File: src/rtl/sampling_strobe_gen.sv
`default_nettype none
// ============================================================================
// Module   : sampling_strobe_gen
// Brief    : Programmable sampling-strobe generator. Produces a single-cycle
//            strobe and a square-wave sampling_clk with configurable period,
//            start offset and burst length. Start/stop run control plus a
//            ready/valid configuration write port.
// Ports    : clk, rst            - clock, synchronous active-high reset
//            cfg_valid/cfg_ready - configuration write handshake
//            cfg_period/offset/burst - configuration values
//            start, stop         - run control
//            sampling_clk, strobe, busy, done, strobe_cnt - registered outputs
// Revision : 1.0 - initial release
// ============================================================================
module sampling_strobe_gen #(
    parameter int CNT_WIDTH   = 16,
    parameter int BURST_WIDTH = 8,
    parameter int DEF_PERIOD  = 500
) (
    input  logic                   clk,
    input  logic                   rst,
    input  logic                   cfg_valid,
    output logic                   cfg_ready,
    input  logic [CNT_WIDTH-1:0]   cfg_period,
    input  logic [CNT_WIDTH-1:0]   cfg_offset,
    input  logic [BURST_WIDTH-1:0] cfg_burst,
    input  logic                   start,
    input  logic                   stop,
    output logic                   sampling_clk,
    output logic                   strobe,
    output logic                   busy,
    output logic                   done,
    output logic [BURST_WIDTH-1:0] strobe_cnt
);

    localparam logic [1:0] c_idle   = 2'd0;
    localparam logic [1:0] c_offset = 2'd1;
    localparam logic [1:0] c_run    = 2'd2;

    localparam logic [CNT_WIDTH-1:0]   c_def_period = CNT_WIDTH'(DEF_PERIOD);
    localparam logic [CNT_WIDTH-1:0]   c_min_period = CNT_WIDTH'(2);
    localparam logic [CNT_WIDTH-1:0]   c_cnt_one    = CNT_WIDTH'(1);
    localparam logic [BURST_WIDTH-1:0] c_burst_one  = BURST_WIDTH'(1);

    logic [1:0]             r_state;
    logic [1:0]             w_state_nxt;

    // Latched configuration
    logic [CNT_WIDTH-1:0]   r_cfg_period;
    logic [CNT_WIDTH-1:0]   r_cfg_offset;
    logic [BURST_WIDTH-1:0] r_cfg_burst;

    // Snapshot taken at start, so config writes never disturb a running burst
    logic [CNT_WIDTH-1:0]   r_run_period;
    logic [BURST_WIDTH-1:0] r_run_burst;

    logic [CNT_WIDTH-1:0]   r_off_cnt;
    logic [CNT_WIDTH-1:0]   r_phase;
    logic [BURST_WIDTH-1:0] r_strobe_cnt;

    logic                   r_cfg_ready;
    logic                   r_sclk;
    logic                   r_strobe;
    logic                   r_busy;
    logic                   r_done;

    logic                   w_start_ok;
    logic                   w_last_phase;
    logic                   w_burst_end;
    logic [CNT_WIDTH-1:0]   w_period_act;
    logic [CNT_WIDTH-1:0]   w_off_cnt_nxt;
    logic [CNT_WIDTH-1:0]   w_phase_nxt;
    logic [BURST_WIDTH-1:0] w_cnt_nxt;
    logic                   w_strobe_nxt;
    logic                   w_sclk_nxt;
    logic                   w_done_nxt;

    // stop beats start when both arrive in IDLE
    assign w_start_ok   = (r_state == c_idle) && start && !stop;
    assign w_last_phase = (r_phase == (r_run_period - c_cnt_one));
    // The burst ends one full period after strobe number B
    assign w_burst_end  = (r_run_burst != '0) && (r_strobe_cnt == r_run_burst)
                          && w_last_phase;
    // On the start edge the run snapshot is not yet loaded
    assign w_period_act = w_start_ok ? r_cfg_period : r_run_period;

    // ------------------------------------------------------------------
    // State register
    // ------------------------------------------------------------------
    always_ff @(posedge clk) begin
        if (rst) begin
            r_state <= c_idle;
        end else begin
            r_state <= w_state_nxt;
        end
    end

    // ------------------------------------------------------------------
    // Next-state logic
    // ------------------------------------------------------------------
    always_comb begin
        w_state_nxt = r_state;
        case (r_state)
            c_idle: begin
                if (w_start_ok) begin
                    w_state_nxt = (r_cfg_offset == '0) ? c_run : c_offset;
                end
            end
            c_offset: begin
                if (stop) begin
                    w_state_nxt = c_idle;
                end else if (r_off_cnt == c_cnt_one) begin
                    w_state_nxt = c_run;
                end
            end
            c_run: begin
                if (stop || w_burst_end) begin
                    w_state_nxt = c_idle;
                end
            end
            default: w_state_nxt = c_idle;
        endcase
    end

    // ------------------------------------------------------------------
    // Output / counter logic: next values of every registered output, so
    // that all outputs come straight from flops.
    // ------------------------------------------------------------------
    always_comb begin
        w_off_cnt_nxt = r_off_cnt;
        w_phase_nxt   = '0;
        w_cnt_nxt     = r_strobe_cnt;
        w_done_nxt    = 1'b0;

        if (w_start_ok) begin
            w_off_cnt_nxt = r_cfg_offset;
            w_cnt_nxt     = '0;
        end else if (r_state == c_offset) begin
            w_off_cnt_nxt = r_off_cnt - c_cnt_one;
        end

        // Phase 0 is the strobe cycle; it restarts on RUN entry and on wrap
        if (w_state_nxt == c_run) begin
            if ((r_state != c_run) || w_last_phase) begin
                w_phase_nxt = '0;
            end else begin
                w_phase_nxt = r_phase + c_cnt_one;
            end
        end

        w_strobe_nxt = (w_state_nxt == c_run) && (w_phase_nxt == '0);
        if (w_strobe_nxt) begin
            w_cnt_nxt = w_cnt_nxt + c_burst_one;
        end

        w_sclk_nxt = (w_state_nxt == c_run) && (w_phase_nxt < (w_period_act >> 1));

        if ((r_state == c_run) && !stop && w_burst_end) begin
            w_done_nxt = 1'b1;
        end
    end

    // ------------------------------------------------------------------
    // Datapath and output registers
    // ------------------------------------------------------------------
    always_ff @(posedge clk) begin
        if (rst) begin
            r_cfg_period <= c_def_period;
            r_cfg_offset <= '0;
            r_cfg_burst  <= '0;
            r_run_period <= c_def_period;
            r_run_burst  <= '0;
            r_off_cnt    <= '0;
            r_phase      <= '0;
            r_strobe_cnt <= '0;
            r_cfg_ready  <= 1'b1;
            r_sclk       <= 1'b0;
            r_strobe     <= 1'b0;
            r_busy       <= 1'b0;
            r_done       <= 1'b0;
        end else begin
            // A run started on this same edge takes the old values
            if (cfg_valid && r_cfg_ready) begin
                r_cfg_period <= (cfg_period < c_min_period) ? c_min_period : cfg_period;
                r_cfg_offset <= cfg_offset;
                r_cfg_burst  <= cfg_burst;
            end
            if (w_start_ok) begin
                r_run_period <= r_cfg_period;
                r_run_burst  <= r_cfg_burst;
            end
            r_off_cnt    <= w_off_cnt_nxt;
            r_phase      <= w_phase_nxt;
            r_strobe_cnt <= w_cnt_nxt;
            r_cfg_ready  <= (w_state_nxt == c_idle);
            r_busy       <= (w_state_nxt != c_idle);
            r_sclk       <= w_sclk_nxt;
            r_strobe     <= w_strobe_nxt;
            r_done       <= w_done_nxt;
        end
    end

    assign cfg_ready    = r_cfg_ready;
    assign sampling_clk = r_sclk;
    assign strobe       = r_strobe;
    assign busy         = r_busy;
    assign done         = r_done;
    assign strobe_cnt   = r_strobe_cnt;

endmodule
`default_nettype wire

File: config.mk
export PLATFORM = sky130hd
export DESIGN_NAME = sampling_strobe_gen
export DESIGN_NICKNAME = d
export VERILOG_FILES = /design/src/rtl/sampling_strobe_gen.sv
export SDC_FILE = /design/constraint.sdc
export NUM_CORES = 1
export LEC_CHECK = 0
export BUFFER_PORTS_ARGS = -buffer_cell sky130_fd_sc_hd__buf_2
export CORE_MARGIN = 2
export CORE_UTILIZATION = 55
export DETAILED_ROUTE_END_ITERATION = 7
export GPL_TIMING_DRIVEN = 0
export PLACE_DENSITY = 0.76
export SKIP_LAST_GASP = 1
export SYNTH_ARGS = -nofsm -noshare
export SYNTH_HDL_FRONTEND = slang
export SYNTH_SLANG_ARGS = --single-unit
File: constraint.sdc
create_clock -name clk -period 5.04 [get_ports clk]
set_input_delay 0.252 -clock clk [delete_from_list [all_inputs] [get_ports clk]]
set_output_delay 0.252 -clock clk [all_outputs]
set_load 0.02 [all_outputs]
==> flow_metrics.env, run 1 <==
export IMPL_cp_arrival_ps=5110
export IMPL_post_drt_wl_per_cell_um=16.7
export IMPL_ys_flop_type="dfxtp_1"
export IMPL_power_total_uw=1730
export IMPL_core_mm2=0.0102
export IMPL_drc=0
export IMPL_min_path_type="in2reg"
export IMPL_min_from="cfg_period[2]"
export IMPL_gr_total_overflow=0
export IMPL_status="complete, no violations"
export IMPL_clock_latency_ps=380
export IMPL_grt_max_degree=17
export IMPL_synth_fp_nets=788
export IMPL_row_count=37
export IMPL_antenna_cells=0
export IMPL_max_stage_delay_ps=540
export IMPL_synthDistinctLibCells=63
export IMPL_antenna_found_initial=0
export IMPL_finalSetupViolCount=0
export IMPL_grt_pass1_wl_mm=25.3
export IMPL_synth_mux_area_share_pct=3.19
export IMPL_drt_iter0_drc=335
export IMPL_ir_drop_v=0.000172
export IMPL_synth_simple_gate_area_share_pct=28.3
export IMPL_vias_per_cell=5.91
export IMPL_netlist_top_cells_count="nand2_1, dfxtp_1, nor2_1"
export IMPL_r2r_start="r_run_period[0]"
export IMPL_clock_fmax_mhz=209
export IMPL_powerDensity_mw_per_mm2=273
export IMPL_synth_compound_area_share_pct=15.6
export IMPL_finish_utilization_pct=62.3
export IMPL_cts_buffer_depth=2
export IMPL_worst_pin_slew_ps=1340
export IMPL_crit_path_end_kind="register"
export IMPL_cts_hold_buffers=0
export IMPL_rrSetupSlack_ps=260
export IMPL_wirelength_mm=15.5
export IMPL_top_layer_used="met4"
export IMPL_fin_crit_sh_pct=94.9
export IMPL_vias=5499
export IMPL_wl_met2_mm=7.60
export IMPL_start_util_pct=55.9
export IMPL_drive_above_1_share_pct=11.2
export IMPL_worstSetupStartpointType="register"
export IMPL_synth_seq_cells=111
export IMPL_rsz0062_at_grt="no"
export IMPL_io_buffer_count=57
export IMPL_synth_xor_xnor_area_share_pct=5.69
export IMPL_async_reset_ff_share_pct=0
export IMPL_dp_hpwl_mm=11.8
export IMPL_tns_ps=0
export IMPL_p_leak_uw=0.00255
export IMPL_fin_nets=855
export IMPL_drv_cap=0
export IMPL_ant_nets=0
export IMPL_synth_fa_ha_area_share_pct=4.17
export IMPL_syn_area_mm2=0.00569
export IMPL_r2r_cells=18
export IMPL_hold_violations=0
export IMPL_worstPathCellList="inv_1 -> ha_1 -> or3b_2 -> or3_1 -> a21oi_1 -> o2111ai_1 -> or4_1 -> buf_2 -> nand2_4 -> nor2_1 -> ha_1 -> a21o_1 -> a21o_1 -> a21oi_1 -> o211ai_1 -> a31o_2 -> a221oi_1 -> o211a_1"
export IMPL_htreeDepth=3
export IMPL_min_path_cells=3
export IMPL_synth_edf_count=0
export IMPL_cts_tree="done"
export IMPL_gp_congestion=0.917
export IMPL_area_growth_pct=11.4
export IMPL_dp_cells=917
export IMPL_wl_met1_mm=6.40
export IMPL_avgSynthCellArea_um2=7.86
export IMPL_cts_sinks=111
export IMPL_r2r_end="sampling_clk"
export IMPL_track_usage_pct=28.4
export IMPL_cp_max_fo=14
export IMPL_yosysMostFrequentCell="nand2_1"
export IMPL_ys_seq_area_share_pct=39.0
export IMPL_clock_skew_final_ps=15.4
export IMPL_synth_top_cell_area_share_pct=39.0
export IMPL_timing_hold_ws_ps=97.5
export IMPL_synth_area_leaders="dfxtp_1, nand2_1, a21oi_1"
export IMPL_drv_slew=0
export IMPL_design_die_area_mm2=0.0112
export IMPL_num_io_pins=58
export IMPL_dr_pass1_iters=6
export IMPL_dr_wl_met3_um=928
export IMPL_die_h_um=106
export IMPL_grt_pass1_vias=5218
export IMPL_synth_top_family_by_area="simple AND/OR/NAND/NOR gates"
export IMPL_maxSlewHeadroom_pct=9.51
export IMPL_root_buffer="clkbuf_8"
export IMPL_instances_no_fill=931
export IMPL_hold_end="r_cfg_period[2]"
export IMPL_die_x_um=106
export IMPL_cts_inserted_buffers=9
export IMPL_cp_required_ps=5370
export IMPL_path_class="reg2reg"
export IMPL_synthCells=724
export IMPL_nFillCells=975
export IMPL_slowest_stage="or4_1"
export IMPL_period_minus_slack_ps=4780
export IMPL_synth_warnings=0
export IMPL_clkTransAtPathRegs_ps=100
export IMPL_synth_area_leader_cell="dfxtp_1"
==> how the worst max path moves through the flow <==
stage                        end            start  cells after the start
floorplan           sampling_clk  r_run_period[3]                     18
global placement    sampling_clk  r_run_period[0]                     19
detailed placement  sampling_clk  r_run_period[0]                     19
CTS                 sampling_clk  r_run_period[0]                     18
global route        sampling_clk  r_run_period[0]                     18
finish              sampling_clk  r_run_period[0]                     18
==> layout make-up <==
cell class / instances / area [um^2] / area share, %
multi-input combinational: 556 / 3250 / 51.2
clock buffer: 13 / 179 / 2.82
buffer: 43 / 175 / 2.76
timing repair buffer: 57 / 285 / 4.50
sequential: 111 / 2220 / 35.0
inverter: 13 / 48.8 / 0.769
tap: 136 / 170 / 2.68
clock inverter: 2 / 13.8 / 0.217
==> placed cells by master, fill, tap and decap left out, types with 4 or more instances in the layout <==
cell type,instances
nand2_1,124
dfxtp_1,111
nor2_1,73
a21oi_1,72
buf_2,59
clkbuf_1,33
xor2_1,26
nand3_1,26
nor4_1,24
nor3_1,19
ha_1,19
o21ai_0,18
mux2i_1,17
inv_1,13
clkbuf_8,13
nand4_1,11
xnor2_1,11
and3_1,9
or3_1,8
nor2b_1,8
or4_1,7
a221oi_1,7
buf_1,6
a31oi_1,6
a21o_1,6
and4_1,4
o211ai_1,4
==> registers in the layout, summed over array words and instances (netlist names), 2 cells and up <==
| name | count |
|---|---|
| r_state | 2 |
| r_cfg_offset | 16 |
| r_cfg_burst | 8 |
| r_phase | 16 |
| r_cfg_period | 16 |
| r_run_period | 16 |
| r_off_cnt | 16 |
| strobe_cnt | 8 |
| r_run_burst | 8 |
==> worst max-delay path, delay by kind of cell, from the launching register on <==
family	cells	cell delay, ps
and+or+nand+nor	5	1700
adders and majority gates	2	490
buffers and inverters	2	280
AOI/OAI and AO/OA	9	1870
DFF	1	390
==> where the power goes <==
group	internal, uW	switching (uW)
sequential	919	38.8
clock	232	300
combinational	91.1	153
total	1240	492
==> through the flow <==
| stage | setup WS [ps] | area, um^2 |
|---|---|---|
| 2_1_floorplan | 647 | 5690 |
| 3_3_place_gp | -103 | 6150 |
| 3_5_place_dp | -92.5 | 6150 |
| 4_1_cts | 35.1 | 6340 |
| 5_1_grt | 45.4 | 6350 |
| 6_report | 257 | 6350 |
==> cell families after synthesis <==
logic type | Yosys count
simple gates | 337
compound gates | 145
flops | 111
buf+inv | 57
xor+xnor | 37
fa+ha+maj | 19
mux | 18
==> timing repair <==
| item | in CTS | in global routing |
|---|---|---|
| setup buffers | 0 | 0 |
| hold endpoints to repair | 0 | 0 |
| resized for setup | 0 | 2 |
| setup endpoints to repair | 1 | 1 |
==> layer usage <==
layer  vias up  global-route usage (%)
met5         -                       0
met1      2533                    34.7
met2       220                    48.8
li1       2699                       -
met4         0                    14.8
met3        47                    3.77
Power figures use the tool's default switching activity.
==> run 2: changes to the inputs <==
- PLACE_DENSITY: 0.76 -> 0.82
==> run 2 against run 1 <==
Effect of this change: worst setup slack got worse by 67 ps; design area rose by 0.65%; largest power group unchanged; non-clock buffer count rose by 1; critical endpoint unchanged.
==> flow_metrics.env, run 2 (synthesis gave the netlist of run 1 again) <==
export IMPL_status="complete, no violations"
export IMPL_min_path_type="in2reg"
export IMPL_maxSlewHeadroom_pct=47.5
export IMPL_die_h_um=106
export IMPL_min_from="cfg_period[2]"
export IMPL_dp_cells=918
export IMPL_crit_path_end_kind="register"
export IMPL_cp_top_family="compound AO/OA/AOI/OAI gates"
export IMPL_cp_arrival_ps=5160
export IMPL_cp_max_fo=14
export IMPL_cts_inserted_buffers=9
export IMPL_stdcell_area_mm2=0.00639
export IMPL_vias=5628
export IMPL_cts_buffer_depth=2
export IMPL_cts_sinks=111
export IMPL_hold_end="r_cfg_period[2]"
export IMPL_grt_pass1_vias=5446
export IMPL_fin_ws_ps=191
export IMPL_slowest_stage="or4_1"
export IMPL_antenna_cells=0
export IMPL_num_io_pins=58
export IMPL_dp_hpwl_mm=12.0
export IMPL_ant_nets=0
export IMPL_antenna_found_initial=0
export IMPL_post_drt_wl_per_cell_um=17.1
export IMPL_drc=0
export IMPL_die_x_um=106
export IMPL_placed_area_mm2=0.00615
export IMPL_dr_pass1_iters=5
export IMPL_worst_pin_slew_ps=787
export IMPL_root_buffer="clkbuf_8"
export IMPL_nFillCells=916
export IMPL_period_minus_slack_ps=4850
export IMPL_worstPathCellList="inv_1 -> ha_1 -> or3b_2 -> or3_1 -> a21oi_1 -> o2111ai_1 -> or4_1 -> buf_2 -> nand2_4 -> nor2_1 -> ha_1 -> a21o_1 -> a21o_1 -> a21oi_1 -> o211ai_1 -> a31o_2 -> a221oi_1 -> o211a_1"
export IMPL_hold_violations=0
export IMPL_area_growth_pct=12.2
export IMPL_powerDensity_mw_per_mm2=284
export IMPL_clock_skew_final_ps=13.9
export IMPL_path_buf_inv=2
export IMPL_gp_congestion=0.922
export IMPL_design_die_area_mm2=0.0112
export IMPL_multi_input_area_mm2=0.00325
export IMPL_track_usage_pct=29.0
export IMPL_finalSetupViolCount=0
export IMPL_cp_required_ps=5360
export IMPL_drt_iter0_drc=370
export IMPL_drv_cap=0
export IMPL_ir_drop_v=0.000229
export IMPL_r2r_cells=18
export IMPL_fin_nets=856
export IMPL_core_mm2=0.0102
export IMPL_r2r_end="sampling_clk"
export IMPL_r2r_start="r_run_period[0]"
export IMPL_rsz0062_at_grt="no"
export IMPL_grt_pass1_wl_mm=25.9
export IMPL_rrSetupSlack_ps=190
export IMPL_htreeDepth=3
export IMPL_grt_max_degree=19
export IMPL_place_ws_ps=-75.1
export IMPL_seq_area_mm2=0.00222
export IMPL_gr_total_overflow=0
export IMPL_path_class="reg2reg"
export IMPL_vias_per_cell=6.03
export IMPL_fin_crit_sh_pct=96.2
export IMPL_drive_above_1_share_pct=11.4
export IMPL_post_cts_setup_buffers=0
export IMPL_start_util_pct=55.9
export IMPL_cts_tree="done"
export IMPL_clock_latency_ps=380
export IMPL_worstSetupStartpointType="register"
export IMPL_min_path_cells=3
export IMPL_final_common_cell="nand2_1"
export IMPL_row_count=37
export IMPL_drv_slew=0
export IMPL_instances_no_fill=933
export IMPL_clkTransAtPathRegs_ps=110
export IMPL_final_cell_mix="nand2_1, dfxtp_1, nor2_1, a21oi_1, buf_2"
export IMPL_wirelength_mm=15.9
export IMPL_clock_fmax_mhz=206
export IMPL_tns_ps=0
export IMPL_max_stage_delay_ps=550
export IMPL_p_leak_uw=0.00257
export IMPL_io_buffer_count=57
## run 2: worst register-to-register path: cells and delay by family, from the launching register on
| kind | cells | cell delay [ps] |
|---|---|---|
| AOI/OAI and AO/OA | 9 | 1910 |
| DFF | 1 | 390 |
| and+or+nand+nor | 5 | 1730 |
| buffers and inverters | 2 | 290 |
| adders and majority gates | 2 | 480 |
## run 2: cell type report
class / instances / area share (%)
well taps: 136 / 2.66
clock inverters: 6 / 1.43
repair buffers: 58 / 4.54
clock buffers: 10 / 2.15
plain buffers: 43 / 2.74
multi-input cells: 556 / 50.9
flip-flops and latches: 111 / 34.8
inverters: 13 / 0.764
## run 2: per-stage QoR
| step | hold slack (ps) | total power [uW] | utilization [%] |
|---|---|---|---|
| 3_3_place_gp | 438 | 1210 | 60.4 |
| 2_1_floorplan | 364 | 1130 | - |
| 4_1_cts | 92.5 | 1810 | 62.6 |
| 3_5_place_dp | 447 | 1220 | 60.4 |
| 5_1_grt | 102 | 1880 | 62.7 |
| 6_report | 99.2 | 1810 | 62.7 |
## run 2: how the worst max path moves through the flow
| stage | startpoint | end | depth (start not counted) |
|---|---|---|---|
| after floorplan | r_run_period[3] | sampling_clk | 18 |
| after global placement | r_run_period[0] | sampling_clk | 19 |
| after detailed placement | r_run_period[0] | sampling_clk | 19 |
| after CTS | r_run_period[0] | sampling_clk | 18 |
| after global routing | r_run_period[0] | sampling_clk | 18 |
| final | r_run_period[0] | sampling_clk | 18 |
## run 2: where the power goes
| part | total (uW) | switching, uW | internal, uW |
|---|---|---|---|
| clock network | 610 | 313 | 297 |
| logic | 248 | 156 | 91.5 |
| registers | 958 | 38.6 | 919 |
## run 2: metal layers
| layer | track usage, % | up-vias | share of wire, % |
|---|---|---|---|
| met5 | 0 | - | 0 |
| met1 | 34.1 | 2622 | 41 |
| met3 | 5.32 | 59 | 6.8 |
| met2 | 49.3 | 234 | 48 |
| li1 | - | 2713 | - |
| met4 | 16.8 | 0 | 4.2 |
## run 2: what timing repair did
action | in CTS | in global routing
endpoints found under the setup margin | 1 | 1
resized for setup | 0 | 2
hold buffers | 0 | 0
==> run 3: changes to the inputs <==
- MAX_ROUTING_LAYER: unset -> met4
- RECOVER_POWER: unset -> 100
==> run 3 against run 2 <==
Effect of this change: critical path depth shrank 1; power shrank 6.8%; clock skew shrank 3.0 ps; largest power group unchanged.
==> flow_metrics.env, run 3 (synthesis gave the netlist of run 1 again) <==
export IMPL_status="complete, no violations"
export IMPL_antenna_found_initial=0
export IMPL_htreeDepth=3
export IMPL_drc=0
export IMPL_period_minus_slack_ps=4720
export IMPL_antenna_cells=0
export IMPL_clock_fmax_mhz=212
export IMPL_rsz0062_at_grt="no"
export IMPL_worstPathCellList="or4_1 -> buf_4 -> nor3_2 -> nor4b_1 -> o2111ai_1 -> or4_1 -> buf_2 -> nand2_4 -> nor2_1 -> ha_1 -> a21o_1 -> a21o_1 -> a21oi_2 -> o211ai_1 -> a31o_2 -> a221oi_1 -> o211a_1"
export IMPL_fin_crit_sh_pct=93.7
export IMPL_clkTransAtPathRegs_ps=100
export IMPL_drv_slew=0
export IMPL_p_leak_uw=0.00248
export IMPL_path_class="reg2reg"
export IMPL_finalSetupViolCount=0
export IMPL_num_io_pins=58
export IMPL_grt_pass1_wl_mm=26.2
export IMPL_slowest_stage="or4_1"
export IMPL_min_path_type="in2reg"
export IMPL_nFillCells=897
export IMPL_wirelength_mm=16.0
export IMPL_vias_per_cell=6.00
export IMPL_hold_violations=0
export IMPL_final_common_cell="nand2_1"
export IMPL_track_usage_pct=30.3
export IMPL_die_h_um=106
export IMPL_worst_pin_slew_ps=795
export IMPL_crit_path_end_kind="register"
export IMPL_cp_max_fo=14
export IMPL_cts_inserted_buffers=9
export IMPL_die_x_um=106
export IMPL_drt_iter0_drc=390
export IMPL_grt_pass1_vias=5400
export IMPL_cts_tree="done"
export IMPL_tns_ps=0
export IMPL_fin_ws_ps=318
export IMPL_clock_skew_final_ps=10.9
export IMPL_worstSetupStartpointType="register"
export IMPL_root_buffer="clkbuf_8"
export IMPL_vias=5582
export IMPL_final_cell_mix="nand2_1, dfxtp_1, nor2_1, a21oi_1, clkbuf_1"
export IMPL_gr_total_overflow=0
export IMPL_cts_sinks=111
export IMPL_gp_congestion=0.953
export IMPL_cp_arrival_ps=5050
export IMPL_dr_pass1_iters=5
export IMPL_finish_utilization_pct=61.8
export IMPL_cts_buffer_depth=2
export IMPL_rrSetupSlack_ps=320
export IMPL_maxSlewHeadroom_pct=47.0
export IMPL_clock_latency_ps=390
export IMPL_ir_drop_v=0.000233
export IMPL_dp_hpwl_mm=12.2
export IMPL_ant_nets=0
export IMPL_powerDensity_mw_per_mm2=269
export IMPL_fin_nets=856
export IMPL_grt_max_degree=17
export IMPL_io_buffer_count=57
export IMPL_post_cts_setup_buffers=0
export IMPL_cp_required_ps=5360
export IMPL_area_growth_pct=10.5
export IMPL_place_ws_ps=-104
export IMPL_drv_cap=0
export IMPL_core_mm2=0.0102
export IMPL_post_drt_wl_per_cell_um=17.2
export IMPL_row_count=37
export IMPL_design_die_area_mm2=0.0112
export IMPL_power_total_uw=1690
export IMPL_timing_hold_ws_ps=90.2
export IMPL_start_util_pct=55.9
export IMPL_max_stage_delay_ps=560
export IMPL_drive_above_1_share_pct=9.18
run 3: cell types whose count changed in the layout (fill, tap and decap cells not counted), moves of 2 or more:
| cell | change |
|---|---|
| buf_1 | -6 |
| buf_2 | -14 |
| bufinv_16 | -2 |
| clkbuf_1 | +22 |
run 3: critical path, delay by kind of cell, from the launching register on:
kind	cells	cell delay, ps
simple gates	6	1990
buf+inv	2	390
flops	1	380
fa+ha+maj	1	300
compound gates	8	1590
run 3: cell type report:
| type | instances | area [um^2] | share of cell area (%) |
|---|---|---|---|
| Timing Repair Buffer | 58 | 273 | 4.33 |
| Sequential cell | 111 | 2220 | 35.3 |
| Inverter | 13 | 48.8 | 0.775 |
| Clock inverter | 3 | 21.3 | 0.338 |
| Tap cell | 136 | 170 | 2.70 |
| Multi-Input combinational cell | 556 | 3250 | 51.6 |
| Clock buffer | 11 | 141 | 2.25 |
| Buffer | 43 | 168 | 2.66 |
run 3: path summary, 6_finish.rpt:
check | start | cells past startpoint | endpoint
setup / recovery | r_run_period[3] | 17 | sampling_clk
setup reg to reg | r_run_period[3] | 17 | sampling_clk
hold / removal | cfg_offset[9] | 3 | r_cfg_offset[9]
hold reg to reg | r_cfg_burst[0] | 2 | r_run_burst[0]
run 3: report_power, final:
group,internal [uW],switching (uW)
Sequential,919,39.1
Clock,189,297
Combinational,90.6,157
Total,1200,493
run 3: metal layers:
metal  track usage [%]  up-vias  wire length [um]  share of wire [%]
li1                  -     2699                 -                  -
met1              35.7     2607              6570                 41
met4              13.6        0               465                2.9
met3              4.27       35              1060                6.6
met2              51.5      241              7920                 49
met5                 -        -                 0                  0
run 3: through the flow:
stage / instance area (um^2) / instances
after detailed placement: 6150 / 918
after global routing: 6290 / 931
after floorplan: 5690 / 724
final: 6290 / 931
after global placement: 6150 / 917
after CTS: 6310 / 931
run 3: what timing repair did:
action,in CTS,in global routing
resized for setup,0,3
hold buffers,0,0
setup endpoints to repair,1,1
